### src/rtl/apb_master_arbiter6_pkg.sv
// Shared types and constants for the APB master arbiter: FSM state encoding,
// slave-select field geometry and the one-hot slave decode helper.
package apb_arb_pkg6;

  typedef enum logic [1:0] {
    ST_IDLE   = 2'd0,
    ST_SETUP  = 2'd1,
    ST_ACCESS = 2'd2
  } state_e;

  localparam int SEL_W = 4;
  localparam int NSLV  = 16;

  function automatic logic [NSLV-1:0] sel_decode(input logic [SEL_W-1:0] field);
    logic [NSLV-1:0] onehot;
    onehot        = '0;
    onehot[field] = 1'b1;
    return onehot;
  endfunction

endpackage

### src/rtl/apb_master_arbiter6_picker.sv
// Combinational round-robin picker: first asserted request at or after the
// pointer, scanning upward with wrap-around.
module apb_rr_picker6 #(
  parameter int NREQ = 4,
  parameter int IDXW = $clog2(NREQ)
) (
  input  logic [NREQ-1:0] req_i,
  input  logic [IDXW-1:0] ptr_i,
  output logic [NREQ-1:0] grant_o,
  output logic [IDXW-1:0] idx_o,
  output logic            any_o
);

  // NOTE: every output gets a default before the loop, so no path leaves a
  // value unassigned and no latch is inferred.
  always_comb begin
    int              pos;
    logic [IDXW-1:0] slot;
    logic            found;
    grant_o = '0;
    idx_o   = '0;
    found   = 1'b0;
    for (int k = 0; k < NREQ; k++) begin
      pos = int'(ptr_i) + k;
      if (pos >= NREQ) pos = pos - NREQ;
      slot = IDXW'(pos);
      if (!found && req_i[slot]) begin
        found         = 1'b1;
        idx_o         = slot;
        grant_o[slot] = 1'b1;
      end
    end
    any_o = found;
  end

endmodule

### src/rtl/apb_master_arbiter6.sv
// APB master sequencer shared by NREQ6 requesters: round-robin arbitration,
// SETUP/ACCESS phase generation, one-hot slave select and wait-state timeout.
module apb_master_arbiter6
  import apb_arb_pkg6::*;
#(
  parameter int NREQ6         = 4,
  parameter int PADDR_WIDTH6  = 32,
  parameter int PWDATA_WIDTH6 = 32,
  parameter int PRDATA_WIDTH6 = 32,
  parameter int SEL_LSB6      = 12,
  parameter int TIMEOUT6      = 256
) (
  input  logic                            pclock6,
  input  logic                            preset6,
  input  logic [NREQ6-1:0]                req_valid6,
  input  logic [NREQ6-1:0]                req_write6,
  input  logic [NREQ6*PADDR_WIDTH6-1:0]   req_addr6,
  input  logic [NREQ6*PWDATA_WIDTH6-1:0]  req_wdata6,
  output logic [NREQ6-1:0]                req_ready6,
  output logic [NREQ6-1:0]                rsp_valid6,
  output logic [PRDATA_WIDTH6-1:0]        rsp_rdata6,
  output logic                            rsp_slverr6,
  output logic [PADDR_WIDTH6-1:0]         paddr6,
  output logic                            prwd6,
  output logic [PWDATA_WIDTH6-1:0]        pwdata6,
  output logic [NSLV-1:0]                 psel6,
  output logic                            penable6,
  input  logic                            pready6,
  input  logic [PRDATA_WIDTH6-1:0]        prdata6,
  input  logic                            pslverr6
);

  localparam int IDXW = $clog2(NREQ6);
  localparam int TW   = (TIMEOUT6 > 0) ? $clog2(TIMEOUT6 + 1) : 1;
  localparam logic [TW-1:0]   TLAST = TW'((TIMEOUT6 > 0) ? TIMEOUT6 - 1 : 0);
  localparam logic [IDXW-1:0] ILAST = IDXW'(NREQ6 - 1);

  state_e                     state_q,      state_d;
  logic [IDXW-1:0]            rr_ptr_q,     rr_ptr_d;
  logic [IDXW-1:0]            gidx_q,       gidx_d;
  logic [TW-1:0]              timer_q,      timer_d;
  logic [PADDR_WIDTH6-1:0]    paddr_q,      paddr_d;
  logic                       prwd_q,       prwd_d;
  logic [PWDATA_WIDTH6-1:0]   pwdata_q,     pwdata_d;
  logic [NSLV-1:0]            psel_q,       psel_d;
  logic                       penable_q,    penable_d;
  logic [NREQ6-1:0]           req_ready_q,  req_ready_d;
  logic [NREQ6-1:0]           rsp_valid_q,  rsp_valid_d;
  logic [PRDATA_WIDTH6-1:0]   rsp_rdata_q,  rsp_rdata_d;
  logic                       rsp_slverr_q, rsp_slverr_d;

  logic [IDXW-1:0]            next_ptr;
  logic [IDXW-1:0]            arb_ptr;
  logic [NREQ6-1:0]           pick_grant;
  logic [IDXW-1:0]            pick_idx;
  logic                       pick_any;
  logic                       timed_out;
  logic                       done;
  logic                       start;
  logic [PADDR_WIDTH6-1:0]    pick_addr;

  // On completion the pointer moves past the finishing requester, and a
  // back-to-back grant must already see that updated pointer.
  assign next_ptr = (gidx_q == ILAST) ? '0 : gidx_q + 1'b1;
  assign arb_ptr  = (state_q == ST_ACCESS) ? next_ptr : rr_ptr_q;

  apb_rr_picker6 #(
    .NREQ (NREQ6),
    .IDXW (IDXW)
  ) u_picker (
    .req_i   (req_valid6),
    .ptr_i   (arb_ptr),
    .grant_o (pick_grant),
    .idx_o   (pick_idx),
    .any_o   (pick_any)
  );

  assign pick_addr = req_addr6[int'(pick_idx)*PADDR_WIDTH6 +: PADDR_WIDTH6];
  assign timed_out = (TIMEOUT6 != 0) && !pready6 && (timer_q == TLAST);
  assign done      = pready6 || timed_out;

  always_comb begin
    state_d      = state_q;
    rr_ptr_d     = rr_ptr_q;
    gidx_d       = gidx_q;
    timer_d      = timer_q;
    paddr_d      = paddr_q;
    prwd_d       = prwd_q;
    pwdata_d     = pwdata_q;
    psel_d       = psel_q;
    penable_d    = penable_q;
    req_ready_d  = '0;
    rsp_valid_d  = '0;
    rsp_rdata_d  = '0;
    rsp_slverr_d = 1'b0;
    start        = 1'b0;

    unique case (state_q)
      ST_IDLE: begin
        start = pick_any;
      end
      ST_SETUP: begin
        penable_d = 1'b1;
        timer_d   = '0;
        state_d   = ST_ACCESS;
      end
      ST_ACCESS: begin
        if (done) begin
          rsp_valid_d[gidx_q] = 1'b1;
          rsp_rdata_d         = (prwd_q || timed_out) ? '0 : prdata6;
          rsp_slverr_d        = (pready6 && pslverr6) || timed_out;
          penable_d           = 1'b0;
          psel_d              = '0;
          rr_ptr_d            = next_ptr;
          state_d             = ST_IDLE;
          start               = pick_any;
        end else if (!(&timer_q)) begin
          timer_d = timer_q + 1'b1;
        end
      end
      default: begin
        state_d = ST_IDLE;
      end
    endcase

    // A new grant overrides the IDLE fallback, so completion chains straight
    // into SETUP without a dead cycle.
    if (start) begin
      gidx_d      = pick_idx;
      paddr_d     = pick_addr;
      prwd_d      = req_write6[pick_idx];
      pwdata_d    = req_wdata6[int'(pick_idx)*PWDATA_WIDTH6 +: PWDATA_WIDTH6];
      psel_d      = sel_decode(pick_addr[SEL_LSB6 +: SEL_W]);
      penable_d   = 1'b0;
      req_ready_d = pick_grant;
      state_d     = ST_SETUP;
    end
  end

  // NOTE: state registers use non-blocking assignments so every flop samples
  // the values computed before the edge, independent of block ordering.
  always_ff @(posedge pclock6 or negedge preset6) begin
    if (!preset6) begin
      state_q      <= ST_IDLE;
      rr_ptr_q     <= '0;
      gidx_q       <= '0;
      timer_q      <= '0;
      paddr_q      <= '0;
      prwd_q       <= 1'b0;
      pwdata_q     <= '0;
      psel_q       <= '0;
      penable_q    <= 1'b0;
      req_ready_q  <= '0;
      rsp_valid_q  <= '0;
      rsp_rdata_q  <= '0;
      rsp_slverr_q <= 1'b0;
    end else begin
      state_q      <= state_d;
      rr_ptr_q     <= rr_ptr_d;
      gidx_q       <= gidx_d;
      timer_q      <= timer_d;
      paddr_q      <= paddr_d;
      prwd_q       <= prwd_d;
      pwdata_q     <= pwdata_d;
      psel_q       <= psel_d;
      penable_q    <= penable_d;
      req_ready_q  <= req_ready_d;
      rsp_valid_q  <= rsp_valid_d;
      rsp_rdata_q  <= rsp_rdata_d;
      rsp_slverr_q <= rsp_slverr_d;
    end
  end

  assign req_ready6  = req_ready_q;
  assign rsp_valid6  = rsp_valid_q;
  assign rsp_rdata6  = rsp_rdata_q;
  assign rsp_slverr6 = rsp_slverr_q;
  assign paddr6      = paddr_q;
  assign prwd6       = prwd_q;
  assign pwdata6     = pwdata_q;
  assign psel6       = psel_q;
  assign penable6    = penable_q;

endmodule

### config.mk
export PLATFORM = sky130hd
export DESIGN_NAME = apb_master_arbiter6
export DESIGN_NICKNAME = d
export VERILOG_FILES = /design/src/rtl/apb_master_arbiter6_pkg.sv /design/src/rtl/apb_master_arbiter6_picker.sv /design/src/rtl/apb_master_arbiter6.sv
export SDC_FILE = /design/constraint.sdc
export NUM_CORES = 1
export LEC_CHECK = 0
export ABC_AREA = 1
export CAP_MARGIN = 10
export CELL_PAD_IN_SITES_DETAIL_PLACEMENT = 0
export CELL_PAD_IN_SITES_GLOBAL_PLACEMENT = 1
export CORE_UTILIZATION = 27
export DETAILED_ROUTE_END_ITERATION = 8
export PLACE_DENSITY = 0.9
export SYNTH_ARGS = -nofsm -noshare
export SYNTH_HDL_FRONTEND = slang
export SYNTH_HIERARCHICAL = 1
export SYNTH_SLANG_ARGS = --single-unit
### constraint.sdc
create_clock -name pclock6 -period 4.2 [get_ports pclock6]
set_input_delay 1.05 -clock pclock6 [delete_from_list [all_inputs] [get_ports pclock6]]
set_output_delay 1.05 -clock pclock6 [all_outputs]
set_load 0.1 [all_outputs]
### Yosys cells after proc, flatten, opt, wreduce, memory -nomap -nowiden

Index checks and enable logic that the tools add are counted.

* bits in registers: 138
* bits of input ports: 300
* output and inout bits: 123
* logic and storage cells: 143

* $add $sub $neg: 9
* order comparisons: 17
* eq/ne operators: 8
* shifts and indexed selects: 2
* muxes and demuxes: 62
* bitwise operators: 3
* reduce and logical (&&, ||, !) cells: 29

Operators with widths (number)
* variable part select 128 x 8 -> 32 bit: 2
* two-way mux 32 bit: 3
* two-way mux 16 bit: 3
* two-way mux 4 bit: 7
* two-way mux 2 bit: 12
* two-way mux 1 bit: 20
* less-than comparator 2 x 3 -> 1 bit, second input constant: 6
* two-way mux 9 bit: 2
* case mux 9 bit (2 select lines): 1
* bitwise OR 4 bit: 3
* logical AND 1 bit: 11
* binary-select mux 1 bit (select 2 bit): 5
* demux 1 bit (select 2 bit): 5
* greater-or-equal comparator 2 x 1 -> 1 bit, second input constant: 5
* adder 9 x 1 -> 9 bit, second input constant: 1
* == test 9 x 8 -> 1 bit, second input constant: 1
* greater-or-equal comparator 3 bit, second input constant: 3
* AND reduction 9 bit: 1
* AND reduction 2 bit: 4
* subtractor 2 x 1 -> 2 bit, second input constant: 4
* adder 2 x 2 -> 3 bit, second input constant: 2
* inequality test 2 bit, second input constant: 3
* case mux 2 bit (3 select lines): 1
* nonzero test 2 bit: 3
* other kinds (15): 22

### Longest topological paths before layout

Gate-level depths: netlist (run 1).

* word-level depth: 23
* mapped depth: 25
* mapped depth without buffers: 20

### Hierarchy

Netlist (run 1), hierarchy kept.

By module, submodules not included
* apb_master_arbiter6: instances 1, cells each 990, area an instance 7318.3 um^2, seq. area each 3453.3 um^2
* apb_rr_picker6: instances 1, cells each 74, area an instance 440.4 um^2, seq. area each 0.0 um^2

### Worst setup path before layout (run 1)

OpenSTA, ideal clock, no wires.

* path kind: register to register
* start point: register state_q[1]
* end point: register paddr_q[7] (netlist: paddr6[7])
* setup time: 0.120 ns
* arrival: 3.452 ns
* data required time: 4.080 ns
* setup slack: 0.628 ns
* cell stages (with the launch flop): 22
* clock period less this slack: 3.572 ns
* cell sequence: dfrtp_1 > inv_2 > nor2_1 > buf_2 > o21ai_0 > inv_2 > ha_1 > inv_1 > nand3_1 > nand2_1 > nor2_1 > a21oi_1 > nand3_1 > buf_6 > inv_2 > buf_6 > buf_6 > buf_2 > o21ai_0 > o22ai_1 > nand2_1 > nand2_1

* elaborated cells on any way between the ends: 43
* classes of those cells: 7 x add/sub; 4 x order compare; 1 x eq/ne; 1 x shift; 23 x mux; 7 x reduce/logical

RTL lines
* start, declared: line apb_master_arbiter6.sv:38 `state_e state_q, state_d;`
* start signal, assigned: line apb_master_arbiter6.sv:158 `state_q <= state_d;`
* == test 2 bit *: line apb_master_arbiter6.sv:65 `assign arb_ptr = (state_q == ST_ACCESS) ? next_ptr : rr_ptr_q;`
* two-way mux 2 bit *: line apb_master_arbiter6.sv:65
* via arb_ptr[0]: line apb_master_arbiter6.sv:53 `logic [IDXW-1:0] arb_ptr;`
* parallel branches: the longest is 13 deep, another holds adder 2 x 1 -> 3 bit
* two-way mux 2 bit *: line apb_master_arbiter6_picker.sv:27 `if (!found && req_i[slot]) begin`
* via pick_idx[0]: line apb_master_arbiter6.sv:55 `logic [IDXW-1:0] pick_idx;`
* variable part select 128 x 8 -> 32 bit *: line apb_master_arbiter6.sv:78 `assign pick_addr = req_addr6[int'(pick_idx)*PADDR_WIDTH6 +: PADDR_WIDTH6];`
* end signal, assigned: line apb_master_arbiter6.sv:162 `paddr_q <= paddr_d;`
* end, declared: line apb_master_arbiter6.sv:42 `logic [PADDR_WIDTH6-1:0] paddr_q, paddr_d;`

Mark *: on every way through the listed nets, which the timed path passes. The select of a mux whose other input is x is not followed.
A chain may end at the register's enable or synchronous reset.

### Worst setup path in the final report (run 1)

* start point: register gidx_q[0]
* end point: register prwd_q (netlist: prwd6)

* longest elaborated chain between the ends: 19
* elaborated cells on any way between the ends: 45
* classes of those cells: 8 x add/sub; 4 x order compare; 1 x eq/ne; 26 x mux; 6 x reduce/logical

RTL lines
* start, declared: line apb_master_arbiter6.sv:40 `logic [IDXW-1:0] gidx_q, gidx_d;`
* start signal, assigned: line apb_master_arbiter6.sv:160 `gidx_q <= gidx_d;`
* adder 2 x 1 -> 2 bit or == test 2 bit (tied branches): line apb_master_arbiter6.sv:64 `assign next_ptr = (gidx_q == ILAST) ? '0 : gidx_q + 1'b1;`
* two-way mux 2 bit *: line apb_master_arbiter6.sv:64
* via next_ptr[1]: line apb_master_arbiter6.sv:52 `logic [IDXW-1:0] next_ptr;`
* two-way mux 2 bit *: line apb_master_arbiter6.sv:65
* via arb_ptr[1]: line apb_master_arbiter6.sv:53
* parallel branches: the longest is 13 deep, another holds adder 2 x 1 -> 3 bit
* two-way mux 2 bit *: line apb_master_arbiter6_picker.sv:27
* via pick_idx[0]: line apb_master_arbiter6.sv:55
* binary-select mux 1 bit (select 2 bit) *: line apb_master_arbiter6.sv:131 `prwd_d = req_write6[pick_idx];`
* two-way mux 1 bit (not written as such) *: line apb_master_arbiter6.sv:131
* end signal, assigned: line apb_master_arbiter6.sv:163 `prwd_q <= prwd_d;`
* end, declared: line apb_master_arbiter6.sv:43 `logic prwd_q, prwd_d;`

Marks and branches as above.

==> results.toml, run 1 <==
[outcome]
status = "completed"

[layout]
layout_commonest_cell = "clkdlybuf4s50_1"
final_area_um2 = 13000
drive_above_1_share_pct = 6.54
syn_to_final_growth_pct = 67.2
layout.nets = 1768
utilization_pct = 46.3
final_cell_mix = "clkdlybuf4s50_1 (417), nor2_1 (261), nand2_1 (245), dfrtp_1 (138), o21ai_0 (136)"

[global_routing]
grt_pass1_vias = 8338
grt_overflow_total = 0
grt_util_all_layers_pct = 19.8
use_met2_pct = 33.9
antenna_found_initial = 1
met3_usage_pct = 6.14
grt_pass1_wl_um = 44900
busiest_layer = "met2"
grt_start_max_net_pins = 99
grtUsageMet1_pct = 22.9

[yosys]
syn_inst = 1064
ys_seq_area_share_pct = 44.5
syn_area_per_cell_um2 = 7.29
synth_nets = 1376
synth_area_leaders = "dfrtp_1 (45%), nor2_1 (13%), nand2_1 (12%), o21ai_0 (8.8%), nand3_1 (3.0%)"
yosysUniqueCellTypes = 34
synth_area_um2 = 7760
netlist.top_cell.by_area = "dfrtp_1"
synth_top_area_share_pct = 44.5
yosysWarnings = 6
ys_ff_latch = 138

[place]
globalplace.congestion = 0.894
io_buffers = 422
post-place-ws_ps = 275
placed_cell_area_um2 = 12300
post-dp-hpwl_um = 21900

[critical_path]
arrival_ps = 4150
required_ps = 4510
critPathLaunchType = "register"
cp_max_fo = 30
critPathKind = "register to register"
endpoint_kind = "register"

[die]
ios = 423
design.core.area_um2 = 28000
initial_core_util_pct = 27.7
dieArea_um2 = 29400
fp-row-count = 61
die_w_um = 172
die_h_um = 172

[sta]
finalHoldViolCount = 0
max_freq_mhz = 261
timing.final.crit_share_pct = 91.4
fin_skew_ps = 10.8
slew_headroom_pct = 28.1
fin_crit_ps = 3840
tightest_slew_ps = 1080
slew_violations = 0
worst_hold_slack_ps = 479
setup_ws_ps = 362
finalSetupViolCount = 0

[cts]
clock_latency_ps = 430
htree_levels = 4
tritoncts = "built"
numClockSinks = 138
cts_made_buffers = 17
cts.clk_slew.worst_paths_ps = 70
cts_buffer_depth = 2
cts_root_buf = "clkbuf_16"
holdBufCountCts = 0

[route]
ant_nets = 0
wl_per_cell_um = 16.1
viasPerCell = 4.69
first_pass_iters = 5
routed_wl_um = 29700
drtIter0Drc = 316
drc = 0
num_vias = 8658

[hold_path]
hold_path_class = "register to register"

[run]
maxCapViolCount = 0
## state kept, by name (all words and copies together) (netlist names)
register	flops
rsp_valid6	4
rr_ptr_q	2
timer_q	9
paddr6	32
prwd6	1
rsp_rdata6	32
pwdata6	32
req_ready6	4
state_q	2
psel6	16
penable6	1
gidx_q	2
rsp_slverr6	1
## layout make-up
cell class | instances | area (µm²)
Fill cell | 2785 | 15000
Timing Repair Buffer | 441 | 4420
Multi-Input combinational cell | 822 | 3840
Sequential cell | 138 | 3450
Tap cell | 378 | 473
Clock buffer | 17 | 425
Clock inverter | 15 | 220
Inverter | 36 | 139
Antenna cell | 1 | 2.50
## critical path: stages (launching register included)
cell and delay, ps:
dfrtp_1 400, inv_1 90, ha_1 280, inv_1 40, o21ai_0 210, inv_1 160
ha_1 380, inv_1 100, nand3_1 90, nand2_1 50, nor2_1 310, a21oi_1 180
nand3_4 170, clkinv_2 420, buf_4 350, o21ai_0 150, o21ai_0 170, nand2_1 100
o21ai_0 70
## worst paths after layout
check / from / to / slack [ps] / cells past startpoint
max: gidx_q[0] / prwd6 / 360 / 18
min: paddr6[2] / paddr6[2] / 480 / 2
max reg2reg: gidx_q[0] / prwd6 / 360 / 18
min reg2reg: paddr6[2] / paddr6[2] / 480 / 2
max in group asynchronous: preset6 / paddr6[25] / 2560 / 2
min in group asynchronous: preset6 / rsp_rdata6[31] / 720 / 1
## through the flow
stage | TNS, ps | std cells
floorplan | 0 | 1064
global placement | 0 | 1815
detailed placement | 0 | 1815
CTS | 0 | 1847
global route | -2.46 | 1847
finish | 0 | 1848
## cells by family (layout without fill, tap and decap cells)
logic type	count (synthesis)	after routing	synth area share, %
AND/OR/NAND/NOR	583	583	30.9
AO/OA/AOI/OAI	227	227	16.3
flip-flops	138	138	44.5
buffers and inverters	104	509	6.40
adder cells (fa/ha/maj)	12	12	1.94
other	0	1	0
## Yosys cell counts, drive strengths merged
library cell    n
nand3          49
a21oi          10
dfrtp         138
buf            46
nand2         259
a21boi          4
a31oi          28
clkbuf         22
inv            36
nor2          266
or2             1
o21bai          2
o22ai          32
ha             12
nand4           8
o21ai         151
## metal layers
layer	share of wire (%)	wire length, µm
met5	0	0
met4	3.2	960
met3	7.9	2360
met2	49	14500
met1	40	11900
## timing repair
action | CTS | global route
setup buffers | 0 | 0
setup endpoints to repair | 0 | 7
gates resized for setup | 0 | 1
Power of run 1 is not shown: default switching activity piles up to over one toggle a cycle in this logic, so the estimate is an artifact.
==> run 2: changes to the inputs <==
CTS_BUF_LIST = sky130_fd_sc_hd__clkbuf_8   (was not set)
==> results.toml, run 2 (synthesized netlist as in run 1, its figures left out) <==
[outcome]
status = "completed"

[sta]
fin_skew_ps = 18.1
tightest_slew_ps = 1070
fin_crit_ps = 3840
finalSetupViolCount = 0
finalHoldViolCount = 0
slew_headroom_pct = 28.3
slew_violations = 0
final.setup.tns_ps = 0
max_freq_mhz = 261
setup_ws_ps = 363
timing.final.crit_share_pct = 91.4
rsz0062_at_grt = "false"

[critical_path]
cp_max_fo = 30
critPathKind = "register to register"
critPathMaxStageDelay_ps = 410
worstPathCellList = "inv_1 > ha_1 > inv_1 > o21ai_0 > inv_1 > ha_1 > inv_1 > nand3_1 > nand2_1 > nor2_1 > a21oi_1 > nand3_4 > clkinv_2 > buf_4 > o21ai_0 > o21ai_0 > nand2_1 > o21ai_0"
endpoint_kind = "register"
required_ps = 4550
cp_slowest_cell = "dfrtp_1"
arrival_ps = 4180
critPathLaunchType = "register"

[cts]
clock_latency_ps = 460
cts_setup_buffers = 0
cts.clk_slew.worst_paths_ps = 100
holdBufCountCts = 0
tritoncts = "built"
htree_levels = 4
cts_made_buffers = 17
numClockSinks = 138
cts_root_buf = "clkbuf_8"
cts_buffer_depth = 2

[layout]
finalNonFillerCells = 1848
final_area_um2 = 12800
layout_commonest_cell = "clkdlybuf4s50_1"
drive_above_1_share_pct = 6.54
layout.nets = 1768
nFillCells = 2809
final_cell_mix = "clkdlybuf4s50_1 (417), nor2_1 (261), nand2_1 (245), dfrtp_1 (138), o21ai_0 (136)"
syn_to_final_growth_pct = 64.8
ff_latch_area_um2 = 3450
multi_input_comb_area_um2 = 3840

[die]
design.core.area_um2 = 28000
die_h_um = 172
ios = 423
initial_core_util_pct = 27.7
fp-row-count = 61
die_w_um = 172
dieArea_um2 = 29400

[global_routing]
grt_pass1_wl_um = 44800
grt_pass1_vias = 8327
antenna_found_initial = 1
grt_util_all_layers_pct = 19.8
grt_overflow_total = 0
grt_start_max_net_pins = 99

[place]
post-dp-hpwl_um = 21900
post-place-ws_ps = 275
globalplace.congestion = 0.894
io_buffers = 422
place_inst = 1815
placed_cell_area_um2 = 12300

[route]
drc = 0
wl_per_cell_um = 16.0
routed_wl_um = 29500
ant_nets = 0
drtIter0Drc = 289
first_pass_iters = 5
num_vias = 8598
viasPerCell = 4.65

[run]
maxCapViolCount = 0

[hold_path]
hold_path_class = "register to register"
-- run 2: final cells by class --
class,count,area share [%]
inverters,36,1.09
clock inverters,15,1.72
flip-flops and latches,138,27.0
well taps,378,3.70
multi-input cells,822,30.0
repair buffers,441,34.6
diodes,1,0.0196
clock buffers,17,1.83
-- run 2: per-stage QoR --
stage,hold slack [ps],util [%]
CTS,489,45.6
detailed placement,464,44.0
global route,513,45.6
finish,483,45.6
global placement,462,44.0
floorplan,453,-
-- run 2: worst paths after layout --
path                       slack, ps  startpoint  cells after the start        endpoint
hold / removal                   480   paddr6[2]                      2       paddr6[2]
max in group asynchronous       2600     preset6                      2      paddr6[25]
setup reg to reg                 360   gidx_q[0]                     18           prwd6
hold reg to reg                  480   paddr6[2]                      2       paddr6[2]
min in group asynchronous        690     preset6                      1  rsp_rdata6[31]
setup / recovery                 360   gidx_q[0]                     18           prwd6
-- run 2: worst max-delay path, delay by kind of cell, from the launching register on --
family	cells	cell delay [ps]
buf+inv	6	1150
compound gates	5	790
simple gates	5	720
fa+ha+maj	2	660
flops	1	410
-- run 2: repair_timing --
item                                    4_1_cts  5_1_grt
endpoints found under the setup margin        0        6
resized for setup                             0        1
endpoints found under the hold margin         0        0
-- run 2: per-layer routing --
layer  global-route usage, %  vias up  part of all wire, %
met4                    8.23        0                  3.0
met5                       0        -                    0
met3                    5.94       55                  8.1
met2                    34.0      337                   49
met1                    22.8     3941                   40
li1                        -     4265                    -
Power of run 2 is left out for the same reason.
==> run 3: changes to the inputs <==
CORE_ASPECT_RATIO = 0.75   (was not set)
==> results.toml, run 3 (synthesized netlist as in run 1, its figures left out) <==
[cts]
cts_made_buffers = 17
numClockSinks = 138
holdBufCountCts = 0
cts.clk_slew.worst_paths_ps = 80
cts_root_buf = "clkbuf_8"
cts_buffer_depth = 2
htree_levels = 4
tritoncts = "built"
clock_latency_ps = 460

[die]
initial_core_util_pct = 27.6
dieArea_um2 = 29400
die_h_um = 149
die_w_um = 198
ios = 423
fp-row-count = 53
design.core.area_um2 = 28100

[sta]
finalHoldViolCount = 0
max_freq_mhz = 261
slew_headroom_pct = 25.6
fin_crit_ps = 3830
finalSetupViolCount = 0
rsz0062_at_grt = "true"
tightest_slew_ps = 1110
fin_skew_ps = 9.06
timing.final.crit_share_pct = 91.3
slew_violations = 0

[place]
post-dp-hpwl_um = 21700
io_buffers = 422
place_inst = 1821
globalplace.congestion = 0.883

[critical_path]
arrival_ps = 4220
critPathLaunchType = "register"
cp_max_fo = 132
endpoint_kind = "register"
critPathKind = "register to register"
required_ps = 4590
reg2reg_slack_ps = 370

[layout]
layout_commonest_cell = "clkdlybuf4s50_1"
finalNonFillerCells = 1854
layout.nets = 1767
nFillCells = 2808
drive_above_1_share_pct = 6.06
final_cell_mix = "clkdlybuf4s50_1 (421), nor2_1 (261), nand2_1 (245), dfrtp_1 (138), o21ai_0 (136)"
syn_to_final_growth_pct = 63.4

[route]
drc = 0
num_vias = 8500
ant_nets = 0
first_pass_iters = 5
routed_wl_um = 29200
wl_per_cell_um = 15.7
viasPerCell = 4.58
drtIter0Drc = 388

[global_routing]
grt_pass1_vias = 8271
grt_start_max_net_pins = 133
antenna_found_initial = 1
grt_overflow_total = 0
grt_util_all_layers_pct = 19.7
grt_pass1_wl_um = 44900

[hold_path]
hold_path_class = "register to register"

[run]
maxCapViolCount = 0

[outcome]
status = "completed"
## run 3: cell count changes in the layout (fill, tap and decap cells not counted), moves of 3 or more
cell,delta
inv_8,-3
bufinv_16,-3
clkinv_2,+4
buf_4,-4
clkinvlp_4,+4
clkdlybuf4s50_1,+4
## run 3: repair_timing
action / 4_1_cts / 5_1_grt
resized for setup: 0 / 2
buffers inserted: 0 / 0
endpoints found under the hold margin: 0 / 0
endpoints found under the setup margin: 0 / 11
## run 3: final cells by class
type / instances / area, µm² / area share (%)
Inverter: 36 / 139 / 1.10
Clock buffer: 17 / 234 / 1.85
Antenna cell: 1 / 2.50 / 0.0197
Clock inverter: 15 / 104 / 0.819
Tap cell: 385 / 482 / 3.80
Multi-Input combinational cell: 822 / 3830 / 30.2
Sequential cell: 138 / 3450 / 27.2
Timing Repair Buffer: 440 / 4430 / 34.9
## run 3: per-stage QoR
| step | worst slack [ps] | area (µm²) | hold slack (ps) | TNS [ps] | util, % |
|---|---|---|---|---|---|
| detailed placement | 386 | 12300 | 464 | 0 | 43.8 |
| global placement | 443 | 12300 | 463 | 0 | 43.8 |
| CTS | 409 | 12700 | 486 | 0 | 45.0 |
| finish | 367 | 12700 | 482 | 0 | 45.1 |
| floorplan | 628 | 7760 | 453 | 0 | - |
| global route | -7.12 | 12700 | 504 | -7.12 | 45.1 |
## run 3: worst max-delay path: stages, from the launching register on
cell	delay [ps]
dfrtp_1	400
inv_1	100
ha_1	280
inv_1	40
o21ai_0	220
inv_1	160
ha_1	390
inv_1	110
nand3_1	100
nand2_1	50
nor2_1	280
a21oi_1	170
nand3_4	140
buf_16	320
nand2_1	100
nand3_1	120
nand2_2	150
inv_1	170
nand2_1	120
o21ai_1	150
## run 3: per-layer routing
metal  vias to the layer above  track usage [%]  wire [µm]
li1                       4259                -          -
met2                       301             32.8      14000
met3                        41             6.08       2270
met5                         -                0          0
met1                      3899             24.1      12200
met4                         0             6.63        703
## run 3: worst paths after layout
check | cells past startpoint | start | to
setup / recovery | 19 | gidx_q[0] | psel6[4]
hold / removal | 2 | pwdata6[24] | pwdata6[24]
max in group asynchronous | 2 | preset6 | rsp_rdata6[7]
hold reg to reg | 2 | pwdata6[24] | pwdata6[24]
min in group asynchronous | 1 | preset6 | penable6
setup reg to reg | 19 | gidx_q[0] | psel6[4]
Power of run 3 is left out for the same reason.
